==> config.mk <==
export PLATFORM = sky130hd
export DESIGN_NAME = itof_issue_unit
export DESIGN_NICKNAME = d
export VERILOG_FILES = /design/src/rtl/fpu_pkg.sv /design/src/rtl/fpu_result_fifo.sv /design/src/rtl/itof.sv /design/src/rtl/itof_issue_unit.sv
export SDC_FILE = /design/constraint.sdc
export NUM_CORES = 1
export LEC_CHECK = 0
export BUFFER_PORTS_ARGS = -buffer_cell sky130_fd_sc_hd__buf_2
export CAP_MARGIN = 25
export CORE_MARGIN = 4
export CORE_UTILIZATION = 50
export DETAILED_ROUTE_END_ITERATION = 8
export MAX_ROUTING_LAYER = met4
export PLACE_DENSITY = 0.77
export SLEW_MARGIN = 20
export SYNTH_ARGS = -nofsm -noshare
export SYNTH_HDL_FRONTEND = slang
export SYNTH_HIERARCHICAL = 1
export SYNTH_SLANG_ARGS = --single-unit
==> constraint.sdc <==
create_clock -name clk -period 1.85 [get_ports clk]
set_input_delay 0.37 -clock clk [delete_from_list [all_inputs] [get_ports clk]]
set_output_delay 0.37 -clock clk [all_outputs]
set_load 0.01 [all_outputs]
==> src/rtl/fpu_pkg.sv <==
// Shared FPU constants: conversion latency, tag width and single-precision field layout.
package fpu_pkg;

    localparam int ITOF_LAT = 2;
    localparam int FPU_TAGW = 5;

    localparam int EXP_W    = 8;
    localparam int MAN_W    = 23;
    localparam int EXP_BIAS = 127;

    localparam logic [31:0] FP_POS_ZERO = 32'h0000_0000;

endpackage

==> src/rtl/fpu_result_fifo.sv <==
// Small result FIFO: DEPTH entries of W bits, head visible combinationally, occupancy count.
module fpu_result_fifo #(
    parameter int DEPTH = 4,
    parameter int W     = 37,
    localparam int CW   = $clog2(DEPTH + 1),
    localparam int PW   = $clog2(DEPTH)
) (
    input  logic          clk,
    input  logic          rstn,
    input  logic          push,
    input  logic [W-1:0]  push_data,
    input  logic          pop,
    output logic [W-1:0]  head,
    output logic [CW-1:0] count
);

    logic [W-1:0]  mem [DEPTH];
    logic [PW-1:0] wr_ptr;
    logic [PW-1:0] rd_ptr;

    function automatic logic [PW-1:0] ptr_inc(input logic [PW-1:0] p);
        return (p == PW'(DEPTH - 1)) ? '0 : p + 1'b1;
    endfunction

    // Storage, pointers and occupancy; storage cleared so the head reads zero after reset.
    always_ff @(posedge clk or negedge rstn) begin
        if (!rstn) begin
            for (int i = 0; i < DEPTH; i++) mem[i] <= '0;
            wr_ptr <= '0;
            rd_ptr <= '0;
            count  <= '0;
        end else begin
            if (push) begin
                mem[wr_ptr] <= push_data;
                wr_ptr      <= ptr_inc(wr_ptr);
            end
            if (pop) rd_ptr <= ptr_inc(rd_ptr);
            case ({push, pop})
                2'b10:   count <= count + 1'b1;
                2'b01:   count <= count - 1'b1;
                default: count <= count;
            endcase
        end
    end

    assign head = mem[rd_ptr];

    // Admission credit must make overflow and underflow impossible.
    no_overflow: assert property (@(posedge clk) disable iff (!rstn) push |-> (count < CW'(DEPTH)));
    no_underflow: assert property (@(posedge clk) disable iff (!rstn) pop |-> (count != '0));

endmodule

==> src/rtl/itof.sv <==
// Signed 32-bit integer to IEEE-754 single converter, NSTAGE register stages, no stall.
// Rounding adds the bit just below the kept mantissa LSB (round half up).
module itof
    import fpu_pkg::*;
#(
    parameter int NSTAGE = ITOF_LAT
) (
    input  logic        clk,
    input  logic        rstn,
    input  logic [31:0] x,
    output logic [31:0] y
);

    logic              sign;
    logic [31:0]       mag;
    logic [31:0]       norm;
    logic [4:0]        msb;
    logic [24:0]       rnd;
    logic [EXP_W-1:0]  exp_f;
    logic [31:0]       conv;
    logic [31:0]       stg [NSTAGE];

    // Combinational conversion: magnitude, leading-one search, normalise, round.
    always_comb begin
        sign = x[31];
        mag  = sign ? (~x + 32'd1) : x;
        msb  = '0;
        for (int i = 0; i < 32; i++) begin
            if (mag[i]) msb = 5'(i);
        end
        norm  = mag << (5'd31 - msb);
        rnd   = {1'b0, norm[31:8]} + {24'd0, norm[7]};
        exp_f = EXP_W'(EXP_BIAS) + EXP_W'(msb) + EXP_W'(rnd[24]);
        conv  = (mag == 32'd0) ? FP_POS_ZERO : {sign, exp_f, rnd[MAN_W-1:0]};
    end

    // Result pipeline; contents carry no validity of their own.
    always_ff @(posedge clk or negedge rstn) begin
        if (!rstn) begin
            for (int i = 0; i < NSTAGE; i++) stg[i] <= '0;
        end else begin
            stg[0] <= conv;
            for (int i = 1; i < NSTAGE; i++) stg[i] <= stg[i-1];
        end
    end

    assign y = stg[NSTAGE-1];

endmodule

==> src/rtl/itof_issue_unit.sv <==
// Handshaked front end for itof: tracks in-flight requests and buffers results for writeback.
module itof_issue_unit
    import fpu_pkg::*;
#(
    parameter int LAT   = ITOF_LAT,
    parameter int TAGW  = FPU_TAGW,
    parameter int DEPTH = 4
) (
    input  logic            clk,
    input  logic            rstn,
    input  logic            in_valid,
    output logic            in_ready,
    input  logic [31:0]     in_data,
    input  logic [TAGW-1:0] in_tag,
    output logic            out_valid,
    input  logic            out_ready,
    output logic [31:0]     out_data,
    output logic [TAGW-1:0] out_tag
);

    localparam int W  = 32 + TAGW;
    localparam int CW = $clog2(DEPTH + 1);
    localparam int SW = $clog2(DEPTH + LAT + 1) + 1;

    // Handshake: a transfer happens on a rising edge where valid && ready; ready never
    // depends on valid, and a producer holds valid/data stable until the transfer.

    logic [LAT-1:0]  vld;
    logic [TAGW-1:0] tag_sr [LAT];
    logic [31:0]     y;
    logic [CW-1:0]   count;
    logic [W-1:0]    head;
    logic [SW-1:0]   occ;
    logic            accept;
    logic            push;
    logic            pop;

    itof #(.NSTAGE(LAT)) u_itof (
        .clk  (clk),
        .rstn (rstn),
        .x    (in_data),
        .y    (y)
    );

    // Credit: buffered plus in-flight results must leave room for every accepted request.
    always_comb begin
        occ = SW'(count);
        for (int i = 0; i < LAT; i++) occ = occ + SW'(vld[i]);
        in_ready = rstn && (occ < SW'(DEPTH));
    end

    assign accept = in_valid && in_ready;
    assign push   = vld[LAT-1];
    assign pop    = out_valid && out_ready;

    // Valid/tag shift register running in lockstep with the itof pipeline.
    always_ff @(posedge clk or negedge rstn) begin
        if (!rstn) begin
            vld <= '0;
            for (int i = 0; i < LAT; i++) tag_sr[i] <= '0;
        end else begin
            vld[0] <= accept;
            if (accept) tag_sr[0] <= in_tag;
            for (int i = 1; i < LAT; i++) begin
                vld[i]    <= vld[i-1];
                tag_sr[i] <= tag_sr[i-1];
            end
        end
    end

    fpu_result_fifo #(.DEPTH(DEPTH), .W(W)) u_fifo (
        .clk       (clk),
        .rstn      (rstn),
        .push      (push),
        .push_data ({y, tag_sr[LAT-1]}),
        .pop       (pop),
        .head      (head),
        .count     (count)
    );

    assign out_valid = (count != '0);
    assign out_data  = head[W-1:TAGW];
    assign out_tag   = head[TAGW-1:0];

endmodule

==> After elaboration in Yosys (flattened, before gate mapping) <==
Cells that the tools add are included.
{ "totals": {"register_bits": 231, "latchBits": 0, "ramBits": 0, "rom_bits": 0, "inputBits": 41, "output_inout_bits": 39, "word_cells": 84, "n_memories": 0} }
{ "classes": {"addsub": 11, "mul": 0, "n_div": 0, "magnitude_cmp": 4, "n_eq_ne": 4, "shifts": 1, "muxes": 42, "bitwise_logic": 3, "reduce_logical": 7} }
{ "op_table": {"columns": ["operator", "n"], "rows": [
  ["$mux W5", 30],
  ["$bwmux W148", 1],
  ["$mux W37", 3],
  ["$bmux W37 S2", 1],
  ["$demux W37 S2", 1],
  ["$mux W32", 2],
  ["$add A32 B1 Y32 const B", 1],
  ["$logic_not A32 Y1", 1],
  ["$not A32 Y32", 1],
  ["$shl A32 B5 Y32", 1],
  ["$add A24 B1 Y25", 1],
  ["$add A7 B5 Y8 const A", 1],
  ["$add A8 B1 Y8", 1],
  ["$eq A2 B2 Y1 const B", 3],
  ["$ge A3 B3 Y1 const B", 2],
  ["$not A2 Y3", 2],
  ["$pmux W3 S2", 1],
  ["$sub A5 B5 Y5 const A", 1],
  ["$add A2 B1 Y2 const B", 2],
  ["$add A3 B1 Y4", 1],
  ["$add A4 B1 Y4", 1],
  ["$logic_and A1 B1 Y1", 4],
  ["$lt A4 B3 Y1 const B", 1],
  ["$mux W2", 2],
  ["7 further kinds", 7]
]} }

==> Logic depth before layout (Yosys ltp) <==
Gate-level depths: netlist of the first run.
{ "logic_depth": {"word_depth": 39, "mapped_depth": 31, "depth_no_buf": 26} }

==> Modules after synthesis <==
The synthesis of the first run kept the hierarchy.
{ "modules_own_cells": {"columns": ["module", "n_inst", "cells_each", "area_per_inst_um2", "seq_area_each_um2"], "rows": [
  ["itof", 1, 835, 6922.9, 1601.5],
  ["fpu_result_fifo", 1, 387, 6796.5, 3878.7],
  ["itof_issue_unit", 1, 26, 444.2, 300.3]
]} }

==> Worst setup path before layout of the first run <==
Ideal clock, no wire load.
{ "synth_timing": {"path_type": "input to register", "start": "input port in_data[9]", "end": "register u_itof/stg[62] in the netlist's numbering", "setup_time_ns": 0.136, "arrival_ns": 5.671, "required_time_ns": 1.714, "setup_slack_ns": -3.956, "stages": 26, "path_buffers": 5, "cell_sequence": "buf_6 -> or4_4 -> buf_6 -> or4_4 -> buf_6 -> or4b_4 -> o2111a_1 -> a31o_1 -> buf_6 -> or3_1 -> buf_2 -> o21a_1 -> o2111ai_1 -> o21ai_2 -> a221oi_2 -> nor2_1 -> ha_1 -> nor3b_2 -> and2_1 -> and3_1 -> and3_1 -> nand4_1 -> ha_1 -> nand3_1 -> o21ai_0 -> nand2_1"} }
{ "synth_between": {"elab_chain_len": 31, "elab_cells_between_ends": 33, "cone_classes": "5 x add/sub; 1 x shift; 25 x mux; 1 x bitwise; 1 x reduce/logical"} }
{ "synth_lines": {"columns": ["item", "line_no", "text"], "rows": [
  ["start: declaration", "itof_issue_unit.sv:13", "input logic [31:0] in_data,"],
  ["$not A32 Y32", "itof.sv:26", "mag = sign ? (~x + 32'd1) : x;"],
  ["$add A32 B1 Y32", "itof.sv:26", null],
  ["$mux W32 *", "itof.sv:26", null],
  ["$mux W5 (23 in a row)", "itof.sv:29", "if (mag[i]) msb = 5'(i);"],
  ["$sub A5 B5 Y5", "itof.sv:31", "norm = mag << (5'd31 - msb);"],
  ["$shl A32 B5 Y32", "itof.sv:31", null],
  ["$add A24 B1 Y25", "itof.sv:32", "rnd = {1'b0, norm[31:8]} + {24'd0, norm[7]};"],
  ["$add A8 B1 Y8", "itof.sv:33", "exp_f = EXP_W'(EXP_BIAS) + EXP_W'(msb) + EXP_W'(rnd[24]);"],
  ["$mux W32 *", "itof.sv:34", "conv = (mag == 32'd0) ? FP_POS_ZERO : {sign, exp_f, rnd[MAN_W-1:0]};"],
  ["net u_itof.conv[30]", "itof.sv:20", "logic [31:0] conv;"],
  ["end: declaration", "itof.sv:21", "logic [31:0] stg [NSTAGE];"]
]} }
Mark *: on every way through the listed nets, which the timed path passes. The rest lies on a longest branch.
A chain may end at the register's enable or synchronous reset.

==> Worst setup path after layout of the first run <==
Ends and elaborated chain as after synthesis.

==> flow_summary.yaml, run 1 <==
clock_tree:
  clk_pin_slew_ns: 0.07
  numClockSinks: 231
  ctsHtreeMaxLevel: 1
  clockBufferDepth: 3
  ctsRootBufferMaster: "clkbuf_16"
  insertion_delay_ns: 0.49
  cts_made_buffers: 20
  cts_tree: "yes"
sta:
  final.min_clock_period_ns: 5.18
  clock.fmax_mhz: 193
  finalHoldViolCount: 0
  drv_slew: 0
  worstMarginPinSlew_ns: 0.774
  clock_skew_ns: 0.00681
  post-route-period-util_pct: 280
  maxSlewHeadroom_pct: 48.4
  setup_viol: 78
  setup_tns_ns: -109.15
  setup_slack_ns: -3.33
  rsz0062_at_grt: "yes"
layout:
  fin_nets: 1742
  synthToLayoutAreaGrowth_pct: 42.9
  n_antenna_cell: 0
  final_cell_area_sq_um: 20200
  layout-drive-gt1-share_pct: 57.1
synthesis:
  synth-seq-cells: 231
  synthMostInstantiatedCell: "dfrtp_1"
  synth_top_area_cell: "dfrtp_1"
  synth-main-ff-cell: "dfrtp_1"
  synth_top_cell_area_share_pct: 40.8
  syn_nets: 1302
  syn_inst: 1248
  synth.top_cells.by_count: "dfrtp_1, mux2_2, nor2_1"
  synth_cell_type_count: 102
  netlist_area_sq_um: 14200
  synth_area_leaders: "dfrtp_1, mux2_2, mux4_2"
  synth_seq_area_share_pct: 40.8
  postSynthAreaPerCell_sq_um: 11.3
  yosysWarningCount: 6
  synthArstFlopShare_pct: 100
  synth-edff-count: 0
run_status:
  violations: "setup timing"
  outcome: "complete, but fails checks"
setup_path:
  r2r_slack_ns: -0.40
  cp_max_fo: 7
  r2r-start: "u_fifo/count[0]"
  start_kind: "primary input"
  worstReg2RegEnd: "u_fifo/count[2]"
  cp-startpoint: "in_data[9]"
  end_kind: "flop"
  critPathRequiredTime_ns: 2.22
  crit_path_end: "u_itof/stg[62]"
  worstSetupPathType: "primary input to flop"
  r2r_cells: 8
  crit_arrival_ns: 5.54
placed_design:
  dp_slack_ns: -4.07
  port_buffers: 79
  gp_congestion: 1.01
  place_hpwl_mm: 32.4
  placed_cell_area_sq_um: 17300
global_route:
  grt_pass1_vias: 13500
  overflow: 0
  grt_pass1_wl_mm: 77.9
  grtUsageTotal_pct: 32.7
  grt_max_degree: 149
  antenna_found_initial: 0
die:
  die_area_sq_um: 31100
  start_util_pct: 50.8
  ios: 80
  num_rows: 61
  core_region_area_sq_um: 27900
  die_width_um: 176
  die_y_um: 176
routing:
  routed_wirelength_mm: 52.9
  drtAntennaViolNets: 0
  drc_errors: 0
  vias_per_cell: 6.33
  drt_iter0_markers: 1282
  dr_total_vias: 13200
  routedWlPerCell_um: 25.4
  drtPass1Iterations: 5
power_and_ir_drop:
  leakage_nw: 8.86
  max-vdd-ir-drop_v: 0.000700
  power_density_nw_per_um2: 1230
run:
  maxCapViolations: 0
min_path:
  hold_path_class: "primary input to flop"
  hold_depth: 2
[area by class of cell]
class                      count  area [sq um]
clock buffer                  28           602
fill                        1749          7620
timing repair buffer         530          4420
inverter                      24          92.6
clock inverter                 8           118
sequential                   231          5780
multi-input combinational    881          8750
tap                          378           473
[cell families (layout without fill, tap and decap cells)]
| group | after synthesis | in the layout | synth area share [%] |
|---|---|---|---|
| compound gates | 265 | 265 | 14.6 |
| buf+inv | 137 | 590 | 6.08 |
| flops | 231 | 231 | 40.8 |
| fa+ha+maj | 13 | 13 | 1.20 |
| mux | 245 | 245 | 22.4 |
| xor+xnor | 58 | 58 | 3.59 |
| simple gates | 299 | 300 | 11.4 |
[state kept, by name, indices dropped and copies added, names as in the netlist]
name / cells
tag_sr: 10
u_fifo/count: 3
u_fifo/mem: 148
u_fifo/rd_ptr: 2
u_fifo/wr_ptr: 2
u_itof/stg: 32
u_itof/y: 32
vld: 2
[repair_timing]
item                                    in CTS  in global routing
setup buffers                               60                 40
gates cloned                                 5                  0
pin swaps                                   56                 55
endpoints found under the hold margin       25                  0
endpoints found under the setup margin      74                 78
gates resized for setup                    166                119
hold buffers                                 1                  0
[worst min-delay path by stage]
stage	start	end	slack, ns
after floorplan	rstn	tag_sr[0]	0.07
after global placement	u_itof/stg[43]	u_itof/y[11]	0.33
after detailed placement	u_itof/stg[46]	u_itof/y[14]	0.33
after CTS	in_tag[1]	tag_sr[6]	0.10
after global routing	in_tag[1]	tag_sr[6]	0.1
final	in_tag[4]	tag_sr[9]	0.11
[critical path: stages]
cell and delay, ns:
buf_6 0.09, or4_4 0.57, or4_4 0.54, or4b_4 0.55
o2111a_1 0.17, a31o_4 0.24, or3_4 0.41, o21a_4 0.27
o2111ai_4 0.24, o21ai_4 0.10, a221oi_4 0.37, nor2_2 0.09
ha_4 0.18, nor3b_4 0.14, and2_4 0.16, and3_4 0.14
and3_4 0.16, nand4_1 0.17, ha_2 0.26, nand3_4 0.10
o21ai_2 0.13, nand2_1 0.09
[stage by stage]
step	total power, mW	hold slack [ns]	util [%]	cells
2_1_floorplan	13.6	0.0744	-	1248
3_3_place_gp	16.4	0.332	62.0	1950
3_5_place_dp	17.0	0.335	62.0	1950
4_1_cts	23.4	0.104	69.8	2051
5_1_grt	25.8	0.0978	72.6	2080
6_report	25.0	0.113	72.6	2080
[placed cells by master, fill, tap and decap left out, types with 11 or more instances in the layout]
cell,n
mux2_2,155
a21oi_1,24
xor2_1,20
o21ai_1,13
dfrtp_1,230
nand2_1,57
nor2_2,13
buf_12,17
nand3_1,15
o21ai_2,11
buf_4,397
nor3_1,21
xnor2_1,24
mux4_2,37
buf_2,41
mux2i_1,34
nand2b_1,13
o22ai_1,11
o21ai_0,22
inv_1,23
o211ai_1,18
buf_6,67
a211oi_1,11
nor2_1,55
clkbuf_16,21
[per-layer routing]
layer | share of wire (%) | GRT usage, % | vias up
li1 | - | - | 5591
met1 | 36 | 37.1 | 6642
met2 | 52 | 58.3 | 697
met3 | 5.3 | 3.23 | 243
met4 | 5.9 | 15.7 | 0
met5 | 0 | - | -
[report_power, final]
group	total, mW	switching [mW]	internal [mW]
Clock	4.56	1.86	2.70
Sequential	8.69	1.68	7.01
Combinational	11.7	5.25	6.45
No activity file was read; power rests on OpenSTA's default activity.
==> run 2, diff against run 1 <==
--- a/config.mk
+++ b/config.mk
@@ -15,5 +15,4 @@
 export SLEW_MARGIN = 20
 export SYNTH_ARGS = -nofsm -noshare
 export SYNTH_HDL_FRONTEND = slang
-export SYNTH_HIERARCHICAL = 1
 export SYNTH_SLANG_ARGS = --single-unit
==> run 2 against run 1 <==
The flow still finishes with violations (setup timing). Power increased by 4.5%. Highest routed layer unchanged. Clock-buffer cell count fell by 3. Utilization grew 3.4 points. Sequential power rose by 1%. Routed wire length rose by 21%. Critical path depth rose by 5. Sequential cell count is the same. Final cell count increased by 12%.
==> flow_summary.yaml, run 2 <==
synthesis:
  synth-main-ff-cell: "dfrtp_1"
  postSynthAreaPerCell_sq_um: 10.6
  netlist_area_sq_um: 14600
  syn_nets: 1425
  synth.top_cells.by_count: "dfrtp_1, mux2_2, nand2_1"
  yosysWarningCount: 0
  synth_cell_type_count: 108
  synth-seq-cells: 231
  synth-edff-count: 0
  synth_seq_area_share_pct: 39.7
  syn_inst: 1370
  synth_area_leaders: "dfrtp_1, mux2_2, mux4_2"
  synth_top_area_cell: "dfrtp_1"
  synth_top_cell_area_share_pct: 39.7
  synthArstFlopShare_pct: 100
  synthMostInstantiatedCell: "dfrtp_1"
routing:
  routedWlPerCell_um: 27.5
  drtAntennaViolNets: 0
  routed_wirelength_mm: 63.9
  drtPass1Iterations: 5
  drc_errors: 0
  vias_per_cell: 6.63
  dr_total_vias: 15400
  drt_iter0_markers: 1526
clock_tree:
  numClockSinks: 231
  cts_made_buffers: 21
  insertion_delay_ns: 0.51
  ctsHtreeMaxLevel: 1
  clk_pin_slew_ns: 0.08
  cts_tree: "yes"
  clockBufferDepth: 3
  ctsRootBufferMaster: "clkbuf_16"
power_and_ir_drop:
  max-vdd-ir-drop_v: 0.000725
  power_density_nw_per_um2: 1190
  leakage_nw: 9.48
  power.total_mw: 26.1
layout:
  multiInputGateArea_sq_um: 9470
  layout-drive-gt1-share_pct: 55.7
  final_cell_mix: "buf_4, dfrtp_1, mux2_2"
  layout_commonest_cell: "buf_4"
  seq_area_sq_um: 5780
  fin_nets: 1976
  largest_reg_flops: 148
  fillerInstances: 1693
  finalNonFillerCells: 2323
  synthToLayoutAreaGrowth_pct: 49.8
  largest-register: "u_fifo.mem"
sta:
  clock.fmax_mhz: 199
  finalHoldViolCount: 0
  setup_tns_ns: -108.03
  drv_slew: 0
  hold_ws_ns: 0.0766
  clock_skew_ns: 0.0257
  setup_slack_ns: -3.18
  final.min_clock_period_ns: 5.03
  worstMarginPinSlew_ns: 0.742
  rsz0062_at_grt: "yes"
  maxSlewHeadroom_pct: 50.5
  setup_viol: 107
  post-route-period-util_pct: 272
setup_path:
  r2r_cells: 5
  start_kind: "primary input"
  worstSetupPathType: "primary input to flop"
  r2r-start: "u_fifo.wr_ptr[1]"
  crit_arrival_ns: 5.43
  slowest_delay_ns: 0.50
  critPathSlowestCell: "or4b_4"
  critPathRequiredTime_ns: 2.25
  cp-startpoint: "in_data[1]"
  cp_max_fo: 4
  end_kind: "flop"
run_status:
  violations: "setup timing"
  outcome: "complete, but fails checks"
placed_design:
  place_hpwl_mm: 39.9
  port_buffers: 79
  gp_congestion: 1.05
  dp.cells: 2196
global_route:
  grt_pass1_wl_mm: 90.3
  grt_pass1_vias: 15400
  grt_max_degree: 137
  grtUsageTotal_pct: 37.6
  overflow: 0
  antenna_found_initial: 2
die:
  die_y_um: 179
  die_width_um: 179
  core_region_area_sq_um: 28700
  start_util_pct: 50.8
  die_area_sq_um: 31900
  num_rows: 62
  ios: 80
min_path:
  hold_path_class: "primary input to flop"
  min-delay-start: "in_tag[4]"
  hold_depth: 3
run:
  maxCapViolations: 0
run 2: changes by cell type in the layout (fill, tap and decap cells not counted), moves of 16 or more:
| cell | previous run | this run |
|---|---|---|
| a31oi_1 | 6 | 22 |
| buf_4 | 397 | 487 |
| mux2i_1 | 34 | 8 |
| nand2_1 | 57 | 76 |
| nand3_1 | 15 | 39 |
| nand4_1 | 9 | 27 |
| o21ai_0 | 22 | 39 |
run 2: path summary, 6_finish.rpt:
| path | to | slack (ns) |
|---|---|---|
| hold reg to reg | u_itof.y[20] | 0.34 |
| setup reg to reg | u_fifo.mem[93] | -0.09 |
| setup / recovery | u_itof.stg[58] | -3.18 |
| min in group asynchronous | u_fifo.mem[1] | 0.30 |
| max in group asynchronous | u_fifo.mem[118] | 0.59 |
| hold / removal | tag_sr[9] | 0.08 |
run 2: layer usage:
| layer | vias up | track usage, % | share of wire [%] |
|---|---|---|---|
| li1 | 6416 | - | - |
| met1 | 7628 | 42.9 | 36 |
| met2 | 1017 | 65.5 | 49 |
| met3 | 329 | 3.77 | 6.9 |
| met4 | 0 | 19.8 | 7.9 |
| met5 | - | - | 0 |
run 2: cell families after synthesis:
group	share of synthesized area [%]
mux	18.8
simple gates	15.3
compound gates	17.3
xor+xnor	4.09
flops	39.7
fa+ha+maj	1.25
buf+inv	3.55
run 2: layout make-up:
type,instances,share of cell area (%)
flip-flops and latches,231,26.5
repair buffers,631,24.4
inverters,17,0.396
clock buffers,25,2.61
multi-input cells,1019,43.4
well taps,384,2.20
clock inverters,13,0.441
diodes,3,0.0344
run 2: repair_timing:
action,4_1_cts,5_1_grt
pin swaps,46,47
hold buffers,1,0
hold endpoints to repair,68,0
gates cloned,4,1
setup buffers,58,34
gates resized for setup,158,113
setup endpoints to repair,75,76
run 2: where the power goes:
group	switching, mW	leakage [nW]	internal, mW
clock	2.13	0.327	2.26
combinational	5.99	6.36	6.86
sequential	1.80	2.80	7.02
total	9.93	9.48	16.1
run 2: critical path, delay by kind of cell:
family / cells / cell delay [ns]
and+or+nand+nor: 10 / 2.18
adders and majority gates: 2 / 0.32
xor gates and xnor gates: 2 / 0.26
buffers and inverters: 7 / 0.76
AOI/OAI and AO/OA: 6 / 1.53
run 2: metrics by stage:
step	utilization, %	setup WS (ns)	cell area [sq um]
2_1_floorplan	-	-3.21	15000
3_3_place_gp	66.4	-3.98	19100
3_5_place_dp	66.4	-4.13	19100
4_1_cts	73.2	-3.07	21000
5_1_grt	76.0	-3.31	21800
6_report	76.0	-3.18	21800
==> run 3, diff against run 2 <==
--- a/config.mk
+++ b/config.mk
@@ -5,13 +5,13 @@
 export SDC_FILE = /design/constraint.sdc
 export NUM_CORES = 1
 export LEC_CHECK = 0
-export BUFFER_PORTS_ARGS = -buffer_cell sky130_fd_sc_hd__buf_2
 export CAP_MARGIN = 25
 export CORE_MARGIN = 4
 export CORE_UTILIZATION = 50
 export DETAILED_ROUTE_END_ITERATION = 8
+export DONT_BUFFER_PORTS = 1
 export MAX_ROUTING_LAYER = met4
-export PLACE_DENSITY = 0.77
+export PLACE_DENSITY = 0.75
 export SLEW_MARGIN = 20
 export SYNTH_ARGS = -nofsm -noshare
 export SYNTH_HDL_FRONTEND = slang
==> run 3 against run 2 <==
Highest routed layer unchanged. The flow finishes with violations (hold timing, setup timing). Combinational power is 18% lower. Clock power fell by 2%. Sequential power down 3.2%. Clock-buffer cell count up 2. Worst hold slack lost 0.52 ns.
==> flow_summary.yaml, run 3 (synthesis gave the netlist of run 2 again) <==
run_status:
  violations: "hold timing, setup timing"
  outcome: "complete, but fails checks"
placed_design:
  port_buffers: 0
  dp.cells: 2067
  placed_cell_area_sq_um: 18300
  place_hpwl_mm: 39.3
  gp_congestion: 1.03
  dp_slack_ns: -3.82
setup_path:
  end_kind: "flop"
  start_kind: "primary input"
  worstSetupPathType: "primary input to flop"
  cp_max_fo: 8
  r2r_slack_ns: -0.06
  critPathRequiredTime_ns: 2.28
  crit_arrival_ns: 5.27
  r2r_cells: 11
sta:
  drv_slew: 0
  clock.fmax_mhz: 207
  rsz0062_at_grt: "yes"
  maxSlewHeadroom_pct: 61.0
  setup_slack_ns: -2.99
  hold_ws_ns: -0.442
  finalHoldViolCount: 231
  setup_viol: 71
  worstMarginPinSlew_ns: 0.582
  post-route-period-util_pct: 262
  clock_skew_ns: 0.0240
  final.min_clock_period_ns: 4.84
global_route:
  overflow: 0
  grtUsageTotal_pct: 36.1
  antenna_found_initial: 1
  grt_pass1_vias: 14800
  grt_pass1_wl_mm: 86.9
  grt_max_degree: 233
clock_tree:
  ctsRootBufferMaster: "clkbuf_16"
  clockBufferDepth: 3
  cts_tree: "yes"
  numClockSinks: 231
  insertion_delay_ns: 0.50
  ctsHtreeMaxLevel: 1
  clk_pin_slew_ns: 0.07
  cts_hold_buf: 2
  cts_made_buffers: 21
die:
  num_rows: 62
  die_area_sq_um: 31900
  start_util_pct: 50.8
  die_width_um: 179
  ios: 80
  core_region_area_sq_um: 28700
  die_y_um: 179
power_and_ir_drop:
  max-vdd-ir-drop_v: 0.000756
  power_density_nw_per_um2: 1120
  leakage_nw: 8.92
routing:
  dr_total_vias: 14400
  drt_iter0_markers: 1460
  drtPass1Iterations: 5
  routed_wirelength_mm: 58.8
  drc_errors: 0
  vias_per_cell: 6.55
  drtAntennaViolNets: 0
  routedWlPerCell_um: 26.8
layout:
  final_cell_area_sq_um: 21000
  layout-drive-gt1-share_pct: 53.2
  layout_commonest_cell: "buf_4"
  synthToLayoutAreaGrowth_pct: 44.0
  finalNonFillerCells: 2197
  largest_reg_flops: 148
  largest-register: "u_fifo.mem"
  fin_nets: 1853
  final_cell_mix: "buf_4, dfrtp_1, mux2_2"
min_path:
  hold_path_class: "primary input to async pin"
run:
  maxCapViolations: 0
run 3: cell types whose count changed in the layout (fill, tap and decap cells not counted), sizes merged:
cell / before / now
dlygate4sd3: 1 / 2
diode: 3 / 1
clkbuf: 26 / 27
clkinv: 10 / 8
buf: 629 / 506
inv: 18 / 19
clkinvlp: 2 / 0
run 3: through the flow:
stage	power (mW)	utilization (%)	setup TNS [ns]
2_1_floorplan	13.6	-	-86.67
3_3_place_gp	16.1	63.6	-104.84
3_5_place_dp	16.8	63.6	-107.62
4_1_cts	22.4	70.3	-91.69
5_1_grt	24.3	73.1	-101.72
6_report	23.4	73.1	-95.60
run 3: routing by layer:
| metal | share of wire [%] | global-route usage, % | up-vias |
|---|---|---|---|
| li1 | - | - | 6166 |
| met1 | 36 | 39.9 | 7174 |
| met2 | 50 | 63.4 | 787 |
| met3 | 6.5 | 5.55 | 263 |
| met4 | 6.7 | 18.0 | 0 |
| met5 | 0 | - | - |
run 3: what timing repair did:
action | CTS | global route
endpoints found under the hold margin | 233 | 231
resized for setup | 148 | 112
endpoints found under the setup margin | 72 | 73
pin swaps | 66 | 57
setup buffers | 51 | 42
cloned | 3 | 1
run 3: area by class of cell:
type	count	area, sq um
clock inverters	10	63.8
fillers	1825	7730
multi-input cells	1019	9590
flip-flops and latches	231	5780
inverters	17	100
clock buffers	27	598
well taps	384	480
diodes	1	2.50
repair buffers	508	4360
run 3: worst max-delay path, stage by stage:
cell and delay [ns]:
inv_8 0.03, ha_4 0.11, buf_6 0.09, nor4b_4 0.20
buf_6 0.17, nand4_1 0.24, buf_4 0.24, o311a_1 0.33
nor3_2 0.24, buf_4 0.17, a31o_1 0.14, buf_4 0.16
o31a_1 0.30, buf_4 0.18, o311ai_4 0.09, o22ai_2 0.26
buf_6 0.17, o2111ai_1 0.14, a32o_2 0.36, nor3_4 0.18
nand3_4 0.12, nor3_2 0.21, nand2_2 0.13, ha_4 0.19
and3_4 0.17, xnor2_4 0.13, nor2_2 0.13
run 3: report_power, final:
part / internal (mW) / switching, mW / leakage [nW]
Sequential: 7.03 / 1.51 / 2.80
Clock: 2.31 / 1.98 / 0.338
Combinational: 5.54 / 5.06 / 5.79
Total: 14.9 / 8.55 / 8.92
run 3: final timing paths:
check | start | endpoint
worst max-delay path | in_data[1] | u_itof.stg[58]
worst min register to register | u_itof.stg[47] | u_itof.y[15]
worst min-delay path | rstn | u_fifo.mem[75]
max in group asynchronous | rstn | u_fifo.mem[51]
min in group clk | in_tag[4] | tag_sr[9]
worst max register to register | u_fifo.count[0] | u_fifo.count[2]
